--- src/rtl/sm4_pkg.sv ---
// rtl/sm4_pkg.sv - shared SM4 types, constants and word helpers
package sm4_pkg;

  localparam int SM4_ROUNDS = 32;

  typedef logic [31:0]  sm4_word_t;
  typedef logic [127:0] sm4_block_t;

  typedef enum logic [1:0] {
    IDLE,
    ROUND,
    DONE
  } sm4_ctrl_state_e;

  function automatic sm4_word_t rotl(input sm4_word_t w, input int n);
    return (w << n) | (w >> (32 - n));
  endfunction

endpackage

--- src/rtl/transform_for_encdec.sv ---
// rtl/transform_for_encdec.sv - SM4 round T-transform: byte S-box layer then linear diffusion L
module transform_for_encdec
  import sm4_pkg::*;
(
  input  sm4_word_t x_i,
  output sm4_word_t t_o
);

  // One row per high nibble; the low nibble selects the byte from the left.
  localparam logic [127:0] SBOX_ROWS [16] = '{
    128'hd690e9fecce13db716b614c228fb2c05,
    128'h2b679a762abe04c3aa44132649860699,
    128'h9c4250f491ef987a33540b43edcfac62,
    128'he4b31ca9c908e89580df94fa758f3fa6,
    128'h4707a7fcf37317ba83593c19e6854fa8,
    128'h686b81b27164da8bf8eb0f4b70569d35,
    128'h1e240e5e6358d1a225227c3b01217887,
    128'hd40046579fd327524c3602e7a0c4c89e,
    128'heabf8ad240c738b5a3f7f2cef96115a1,
    128'he0ae5da49b341a55ad933230f58cb1e3,
    128'h1df6e22e8266ca60c02923ab0d534e6f,
    128'hd5db3745defd8e2f03ff6a726d6c5b51,
    128'h8d1baf92bbddbc7f11d95c411f105ad8,
    128'h0ac13188a5cd7bbd2d74d012b8e5b4b0,
    128'h8969974a0c96777e65b9f109c56ec684,
    128'h18f07dec3adc4d2079ee5f3ed7cb3948
  };

  function automatic logic [7:0] sbox(input logic [7:0] a);
    logic [127:0] row;
    row = SBOX_ROWS[a[7:4]] >> {~a[3:0], 3'b000};
    return row[7:0];
  endfunction

  sm4_word_t b;

  for (genvar g = 0; g < 4; g++) begin : g_sbox
    assign b[8*g +: 8] = sbox(x_i[8*g +: 8]);
  end

  assign t_o = b ^ rotl(b, 2) ^ rotl(b, 10) ^ rotl(b, 18) ^ rotl(b, 24);

endmodule

--- src/rtl/sm4_round_ctrl.sv ---
// rtl/sm4_round_ctrl.sv - iterative SM4 block engine: 32 rounds through one shared T-transform
module sm4_round_ctrl
  import sm4_pkg::*;
(
  input  logic         clk_i,
  input  logic         rst_i,
  input  logic         key_valid_i,
  input  logic         in_valid_i,
  output logic         in_ready_o,
  input  logic         decrypt_i,
  input  logic [127:0] data_i,
  output logic [4:0]   rk_idx_o,
  input  logic [31:0]  rk_i,
  output logic         out_valid_o,
  input  logic         out_ready_i,
  output logic [127:0] data_o,
  output logic         busy_o,
  output logic         key_err_o
);

  localparam logic [4:0] LAST_CNT = 5'(SM4_ROUNDS - 1);

  sm4_ctrl_state_e state_q;
  sm4_word_t       x0_q, x1_q, x2_q, x3_q;
  logic [4:0]      cnt_q;
  logic            dec_q;
  sm4_word_t       t;

  transform_for_encdec u_t (
    .x_i (x1_q ^ x2_q ^ x3_q ^ rk_i),
    .t_o (t)
  );

  assign in_ready_o = (state_q == IDLE) && key_valid_i;
  // 31 - cnt is the bitwise complement for a 5-bit counter.
  assign rk_idx_o   = (state_q == ROUND) ? (dec_q ? ~cnt_q : cnt_q) : 5'd0;
  assign data_o     = out_valid_o ? {x3_q, x2_q, x1_q, x0_q} : '0;

  always_ff @(posedge clk_i) begin
    if (rst_i) begin
      state_q     <= IDLE;
      x0_q        <= '0;
      x1_q        <= '0;
      x2_q        <= '0;
      x3_q        <= '0;
      cnt_q       <= '0;
      dec_q       <= 1'b0;
      out_valid_o <= 1'b0;
      busy_o      <= 1'b0;
      key_err_o   <= 1'b0;
    end else begin
      key_err_o <= 1'b0;
      case (state_q)
        IDLE: begin
          if (in_valid_i && in_ready_o) begin
            x0_q    <= data_i[127:96];
            x1_q    <= data_i[95:64];
            x2_q    <= data_i[63:32];
            x3_q    <= data_i[31:0];
            dec_q   <= decrypt_i;
            cnt_q   <= '0;
            busy_o  <= 1'b1;
            state_q <= ROUND;
          end
        end
        ROUND: begin
          // A key schedule that goes away mid-block makes the block worthless.
          if (!key_valid_i) begin
            x0_q      <= '0;
            x1_q      <= '0;
            x2_q      <= '0;
            x3_q      <= '0;
            cnt_q     <= '0;
            busy_o    <= 1'b0;
            key_err_o <= 1'b1;
            state_q   <= IDLE;
          end else begin
            x0_q  <= x1_q;
            x1_q  <= x2_q;
            x2_q  <= x3_q;
            x3_q  <= x0_q ^ t;
            cnt_q <= cnt_q + 5'd1;
            if (cnt_q == LAST_CNT) begin
              out_valid_o <= 1'b1;
              state_q     <= DONE;
            end
          end
        end
        DONE: begin
          if (out_ready_i) begin
            out_valid_o <= 1'b0;
            busy_o      <= 1'b0;
            state_q     <= IDLE;
          end
        end
        default: state_q <= IDLE;
      endcase
    end
  end

endmodule

--- config.mk ---
export PLATFORM = sky130hd
export DESIGN_NAME = sm4_round_ctrl
export DESIGN_NICKNAME = d
export VERILOG_FILES = /design/src/rtl/sm4_pkg.sv /design/src/rtl/transform_for_encdec.sv /design/src/rtl/sm4_round_ctrl.sv
export SDC_FILE = /design/constraint.sdc
export NUM_CORES = 1
export LEC_CHECK = 0
export BUFFER_PORTS_ARGS = -buffer_cell sky130_fd_sc_hd__buf_4
export CORE_MARGIN = 4
export CORE_UTILIZATION = 43
export CTS_BUF_LIST = sky130_fd_sc_hd__clkbuf_16
export DETAILED_ROUTE_END_ITERATION = 7
export GPL_TIMING_DRIVEN = 0
export PLACE_DENSITY = 0.61
export REMOVE_ABC_BUFFERS = 1
export SYNTH_ARGS = -nofsm -noshare
export SYNTH_HDL_FRONTEND = slang
export SYNTH_HIERARCHICAL = 1
export SYNTH_SLANG_ARGS = --single-unit
--- constraint.sdc ---
create_clock -name clk_i -period 9.35 [get_ports clk_i]
set_clock_uncertainty 0.05 [all_clocks]
set_input_delay 0.4675 -clock clk_i [delete_from_list [all_inputs] [get_ports clk_i]]
set_output_delay 0.4675 -clock clk_i [all_outputs]
set_load 0.03 [all_outputs]
Word-level counts from Yosys, hierarchy flattened --
Memories as Yosys holds them, arrays and structs flattened. Index checks and enable logic that the tools add are counted.
Operators by class: bitwise gates (word level) 22, equal/unequal tests 9, muxes and demuxes 39, add/subtract/negate cells 1, shifts and indexed selects 4, order comparisons 4, reductions and logical operators 12
Operators by type and width (number):
- two-way mux 128 bit | 9
- >> shifter 128 x 7 -> 8 bit | 4
- two-way mux 32 bit | 8
- one-hot mux 32 bit (2 select lines) | 4
- bitwise XOR 32 bit | 8
- OR 32 x 10 -> 32 bit | 1
- OR 32 x 18 -> 32 bit | 1
- OR 32 x 2 -> 32 bit | 1
- OR 32 x 24 -> 32 bit | 1
- greater-or-equal comparator 5 bit, second input constant | 4
- two-way mux 5 bit | 4
- NOT 4 -> 5 bit | 4
- NOT 4 bit | 4
- one-hot mux 5 bit (2 select lines) | 1
- two-way mux 2 bit | 4
- AND reduction 4 bit | 2
- two-way mux 1 bit | 6
- inequality test 2 bit, second input constant | 3
- one-hot mux 2 bit (3 select lines) | 1
- adder 5 x 1 -> 5 bit, second input constant | 1
- equality test 5 bit, second input constant | 1
- NOT 5 bit | 1
- inequality test 2 x 1 -> 1 bit, second input constant | 2
- AND reduction 2 bit | 2
- other kinds (12) | 14
Word-level totals: ROM bits 8192, output and inout port bits 137, logic and storage cells 105, register bits 139, input port bits 166, memories 4
Memory list:
- (name not given) | words 16, width 128, read ports 1, clocked after memory_dff 0, wr ports 0, RTL line transform_for_encdec.sv:31 | row = SBOX_ROWS[a[7:4]] >> {~a[3:0], 3'b000};
- (name not given) | words 16, width 128, read ports 1, clocked after memory_dff 0, wr ports 0, RTL line transform_for_encdec.sv:31
- (name not given) | words 16, width 128, read ports 1, clocked after memory_dff 0, wr ports 0, RTL line transform_for_encdec.sv:31
- (name not given) | words 16, width 128, read ports 1, clocked after memory_dff 0, wr ports 0, RTL line transform_for_encdec.sv:31

Longest topological paths before layout --
depth after elaboration 16, gate-level depth with buffers 20, depth with buffers taken out 15

By module --
The synthesis kept the hierarchy.
Modules (own cells, without submodules):
- transform_for_encdec | area each 14699.1 sq um, seq. area each 0.0 sq um, instances 1, cells each 2247
- sm4_round_ctrl | area each 8878.5 sq um, seq. area each 2782.7 sq um, instances 1, cells each 1043

Worst setup path after synthesis --
No wires, ideal clock.
path kind input port to flip-flop, start in rk_i[13], end reg x3_q[25], required time 9.168 ns, cell stages on the path 18, arrival time 4.835 ns, library setup time 0.132 ns, buffers on the path 3, path slack 4.334 ns, cells stage by stage xor2_1 -> xnor2_1 -> buf_1 -> buf_1 -> inv_1 -> ha_1 -> clkbuf_1 -> nor2_1 -> o21ai_0 -> a311oi_1 -> o21ai_0 -> o211ai_1 -> xor2_1 -> xnor3_1 -> xor2_1 -> xor2_1 -> a222oi_1 -> nor3_1
Between the ends: word-level cells in the longest chain between the ends 13
Ends and longest elaborated chain:
- start: declaration | RTL line sm4_round_ctrl.sv:13 | input logic [31:0] rk_i,
- bitwise XOR 32 bit | RTL line sm4_round_ctrl.sv:30 | .x_i (x1_q ^ x2_q ^ x3_q ^ rk_i),
- NOT 4 -> 5 bit (implied by the code) | RTL line transform_for_encdec.sv:31
- memory (16 x 128 bit)
- two-way mux 128 bit (implied by the code) (2 in a row) | RTL line transform_for_encdec.sv:31
- >> shifter 128 x 7 -> 8 bit | RTL line transform_for_encdec.sv:31
- OR 32 x 10 -> 32 bit | RTL line sm4_pkg.sv:16 | return (w << n) | (w >> (32 - n));
- bitwise XOR 32 bit (3 in a row) | RTL line transform_for_encdec.sv:41 | assign t_o = b ^ rotl(b, 2) ^ rotl(b, 10) ^ rotl(b, 18) ^ rotl(b, 24);
- net t[25] | RTL line sm4_round_ctrl.sv:27 | sm4_word_t t;
- bitwise XOR 32 bit | RTL line sm4_round_ctrl.sv:81 | x3_q <= x0_q ^ t;
- two-way mux 32 bit | RTL line sm4_round_ctrl.sv:68 | if (!key_valid_i) begin
- one-hot mux 32 bit (2 select lines) | RTL line sm4_round_ctrl.sv:53 | case (state_q)
- end signal: assignment | RTL line sm4_round_ctrl.sv:59 | x3_q <= data_i[31:0];
- end signal: assignment | RTL line sm4_round_ctrl.sv:81
- end: declaration | RTL line sm4_round_ctrl.sv:24 | sm4_word_t x0_q, x1_q, x2_q, x3_q;
The timed path passes the listed nets, and every way through them passes these cells. The select of a mux whose other input is x is not followed. A chain may end at the register's enable or synchronous reset.

Final worst setup path --
start reg x1_q[4], end reg x3_q[20]
Between the ends: word-level cells in the longest chain between the ends 14
Ends and longest elaborated chain:
- start: declaration | RTL line sm4_round_ctrl.sv:24
- start signal: assignment | RTL line sm4_round_ctrl.sv:57 | x1_q <= data_i[95:64];
- start signal: assignment | RTL line sm4_round_ctrl.sv:79 | x1_q <= x2_q;
- bitwise XOR 32 bit (3 in a row) | RTL line sm4_round_ctrl.sv:30
- NOT 4 -> 5 bit (implied by the code) | RTL line transform_for_encdec.sv:31
- memory (16 x 128 bit)
- two-way mux 128 bit (implied by the code) (2 in a row) | RTL line transform_for_encdec.sv:31
- >> shifter 128 x 7 -> 8 bit | RTL line transform_for_encdec.sv:31
- OR 32 x 18 -> 32 bit | RTL line sm4_pkg.sv:16
- bitwise XOR 32 bit (2 in a row) | RTL line transform_for_encdec.sv:41
- net t[20] | RTL line sm4_round_ctrl.sv:27
- bitwise XOR 32 bit | RTL line sm4_round_ctrl.sv:81
- two-way mux 32 bit | RTL line sm4_round_ctrl.sv:68
- one-hot mux 32 bit (2 select lines) | RTL line sm4_round_ctrl.sv:53
The timed path passes the listed nets, and every way through them passes these cells. The select of a mux whose other input is x is not followed.

==> summary.txt <==
All-Layer GR Usage: 0.3600
post-route core utilization: 0.5054
Cells after Synth: 3290
CTS Hold Bufs: 0
root buffer selected by CTS: clkbuf_16
hold slack: 0.1881 ns
DRT iter0 DRCs: 3847
Slew Viols, Final: 0
DR DRC count: 1
largest family of logic cells by synthesized area: compound AO/OA/AOI/OAI gates
Rows: 85
initial core utilization: 0.4364
CTS Buf Count: 17
status: complete, but fails checks
Synth Area in Compound Gates: 0.3620
share of cells above drive strength 1: 0.2016
Core Area: 54030 um2
area grow syn2layout: 15.80%
H-tree depth: 4
critical-path cell list: xor2_1, xnor2_2, inv_1, ha_1, nand2_1, a21oi_1, a311oi_1, a2111oi_0, nor3_1, a31oi_1, xnor2_1, xnor2_1, xor2_1, a222oi_1, nor3_1
vias in the first global route: 26190
WL final: 112200 um
failing checks: design-rule violations
Final Hold Viols: 0
biggest cell delay along the critical path: 0.92 ns
area leader, netlist: dfxtp_1
Max Clk Rate: 0.1458 GHz
port bufs: 302
Synth Cell Area: 23580 um2
main area contributors after synthesis: dfxtp_1 (12%), and2_1 (6.6%), a21oi_1 (5.9%), o221a_2 (4.5%), o21ai_0 (4.1%)
Routed WL per cell: 27.83 um
Fill cells: 5355
warnings from Yosys: 6
CTS Buffer Depth: 2
sequential area share after synthesis: 0.1180
clk sinks: 139
CTS tree: built
Die X-Extent: 242.2 um
top-area cell type share of the netlist area: 0.1180
critical path's slowest cell: ha_1
post-synthesis mux area share: 0.03688
crit-path leading delay family: compound AO/OA/AOI/OAI gates
antenna viol nets, final: 0
# IOs: 303
TritonRoute pass-1 iters: 8
crit path max fanout: 22
routability congestion estimate from global placement: 1.022
CTS clk-pin slew, worst paths: 0.07 ns
crit path time final: 6.857 ns
largest net degree at the start of global routing: 106
ys async rst share: 0
Nets: 3540
clock latency on the worst-skew pair: 0.49 ns
simple-gate share of the synthesized area: 0.2583
Synth Area in Adders: 0.02908
die area: 58640 um2
Post-CTS Resized: 0
Avg Cell Area, Syn: 7.166 um2
number of synthesized flops with an enable pin: 0
CP Buf/Inv Count: 1
slew of the pin with the lowest slew margin: 1.362 ns
crit end category: register
flop-to-flop setup slack: 2.49 ns
crit path launch type: register
RSZ-0062 raised after global routing: no
Seq cells post-synth: 139
leading cell types in the layout, fill and taps excluded: buf_4 (301), a21oi_1 (276), and2_1 (249)
initial antenna violation count: 2
worst hold path type: primary input to register
die height: 242.2 um
distinct cell type count of the synthesized netlist: 110
Critical Path AT: 7.17 ns
slew margin rel.: 0.08842
Worst Setup Path Type: register to register
number of vias per cell: 7.012
Vias: 28260
Final period util: 0.7334
global route overflow: 0
top_reg_cell synth: dfxtp_1
max-cap violations: 0
postcts setup bufs: 0
dpl hpwl: 81480 um
# setup viols final: 0
first-pass GRT wire length: 168100 um
most common cell after layout, fill and taps aside: buf_4
Critical Path RT: 9.67 ns
Post-Synth XOR/XNOR Area: 0.09345
==> per-stage QoR <==
| stage | worst slack (ns) | cell area (um2) | std cells | TNS [ns] |
|---|---|---|---|---|
| floorplan | -2.521 | 21700 | 2902 | -72.09 |
| global placement | -8.091 | 24840 | 3900 | -232.89 |
| detailed placement | 2.500 | 26690 | 3997 | 0 |
| CTS | 2.708 | 27300 | 4029 | 0 |
| global route | 2.240 | 27300 | 4030 | 0 |
| finish | 2.493 | 27300 | 4030 | 0 |
==> registers in the layout (all words and copies together), names as in the netlist <==
register,cells
out_valid_o,1
x0_q,32
state_q,2
key_err_o,1
x1_q,32
dec_q,1
cnt_q,5
x2_q,32
x3_q,32
busy_o,1
==> final timing paths <==
check	from	endpoint	depth (start not counted)
min reg2reg	state_q[0]$_SDFFE_PP0P_	state_q[0]$_SDFFE_PP0P_	2
max	x1_q[4]$_SDFFE_PP0P_	x3_q[20]$_SDFFE_PP0P_	15
max reg2reg	x1_q[4]$_SDFFE_PP0P_	x3_q[20]$_SDFFE_PP0P_	15
min	decrypt_i	dec_q$_SDFFE_PP0P_	3
==> routing by layer <==
metal	wire, um	vias up	global-route usage
li1	-	12330	-
met1	45110	13550	0.4797
met2	49120	2032	0.5540
met3	12580	352	0.08500
met4	5332	2	0.1610
met5	20	-	0
==> cells in the mapped netlist (54+ instances only) <==
cell	count
buf_2	104
nor3_1	140
clkbuf_1	210
nor2b_1	87
o21ai_0	192
dfxtp_1	139
inv_1	133
and2_1	250
nand3_1	84
nor2_1	153
o221a_2	95
nand2b_1	91
ha_1	54
xnor2_1	105
a21oi_1	276
xor2_1	88
nand2_1	174
==> worst register-to-register path: stages, from the launching register on <==
cell and delay [ns]:
dfxtp_1 0.35, xor2_1 0.20, xnor2_2 0.65, inv_1 0.42
ha_1 0.92, nand2_1 0.62, a21oi_1 0.30, a311oi_1 0.09
a2111oi_0 0.66, nor3_1 0.09, a31oi_1 0.90, xnor2_1 0.34
xnor2_1 0.64, xor2_1 0.15, a222oi_1 0.29, nor3_1 0.09
==> layout make-up <==
type / count / area (um2) / area share
antenna: 1 / 2.502 / 0.00009165
clock buffer: 17 / 425.4 / 0.01558
clock inverter: 15 / 188.9 / 0.006920
inverter: 142 / 534.3 / 0.01957
multi-input combinational: 2621 / 18650 / 0.6830
sequential: 139 / 2786 / 0.1021
tap: 696 / 870.8 / 0.03190
timing repair buffer: 399 / 3846 / 0.1409
==> logic make-up after synthesis <==
logic type / after synthesis
compound gates: 1168
xor+xnor: 217
fa+ha+maj: 55
buf+inv: 530
flops: 139
mux: 54
simple gates: 1127
Power is not shown: default switching activity piles up to over one toggle a cycle in this logic, so the estimate is an artifact.
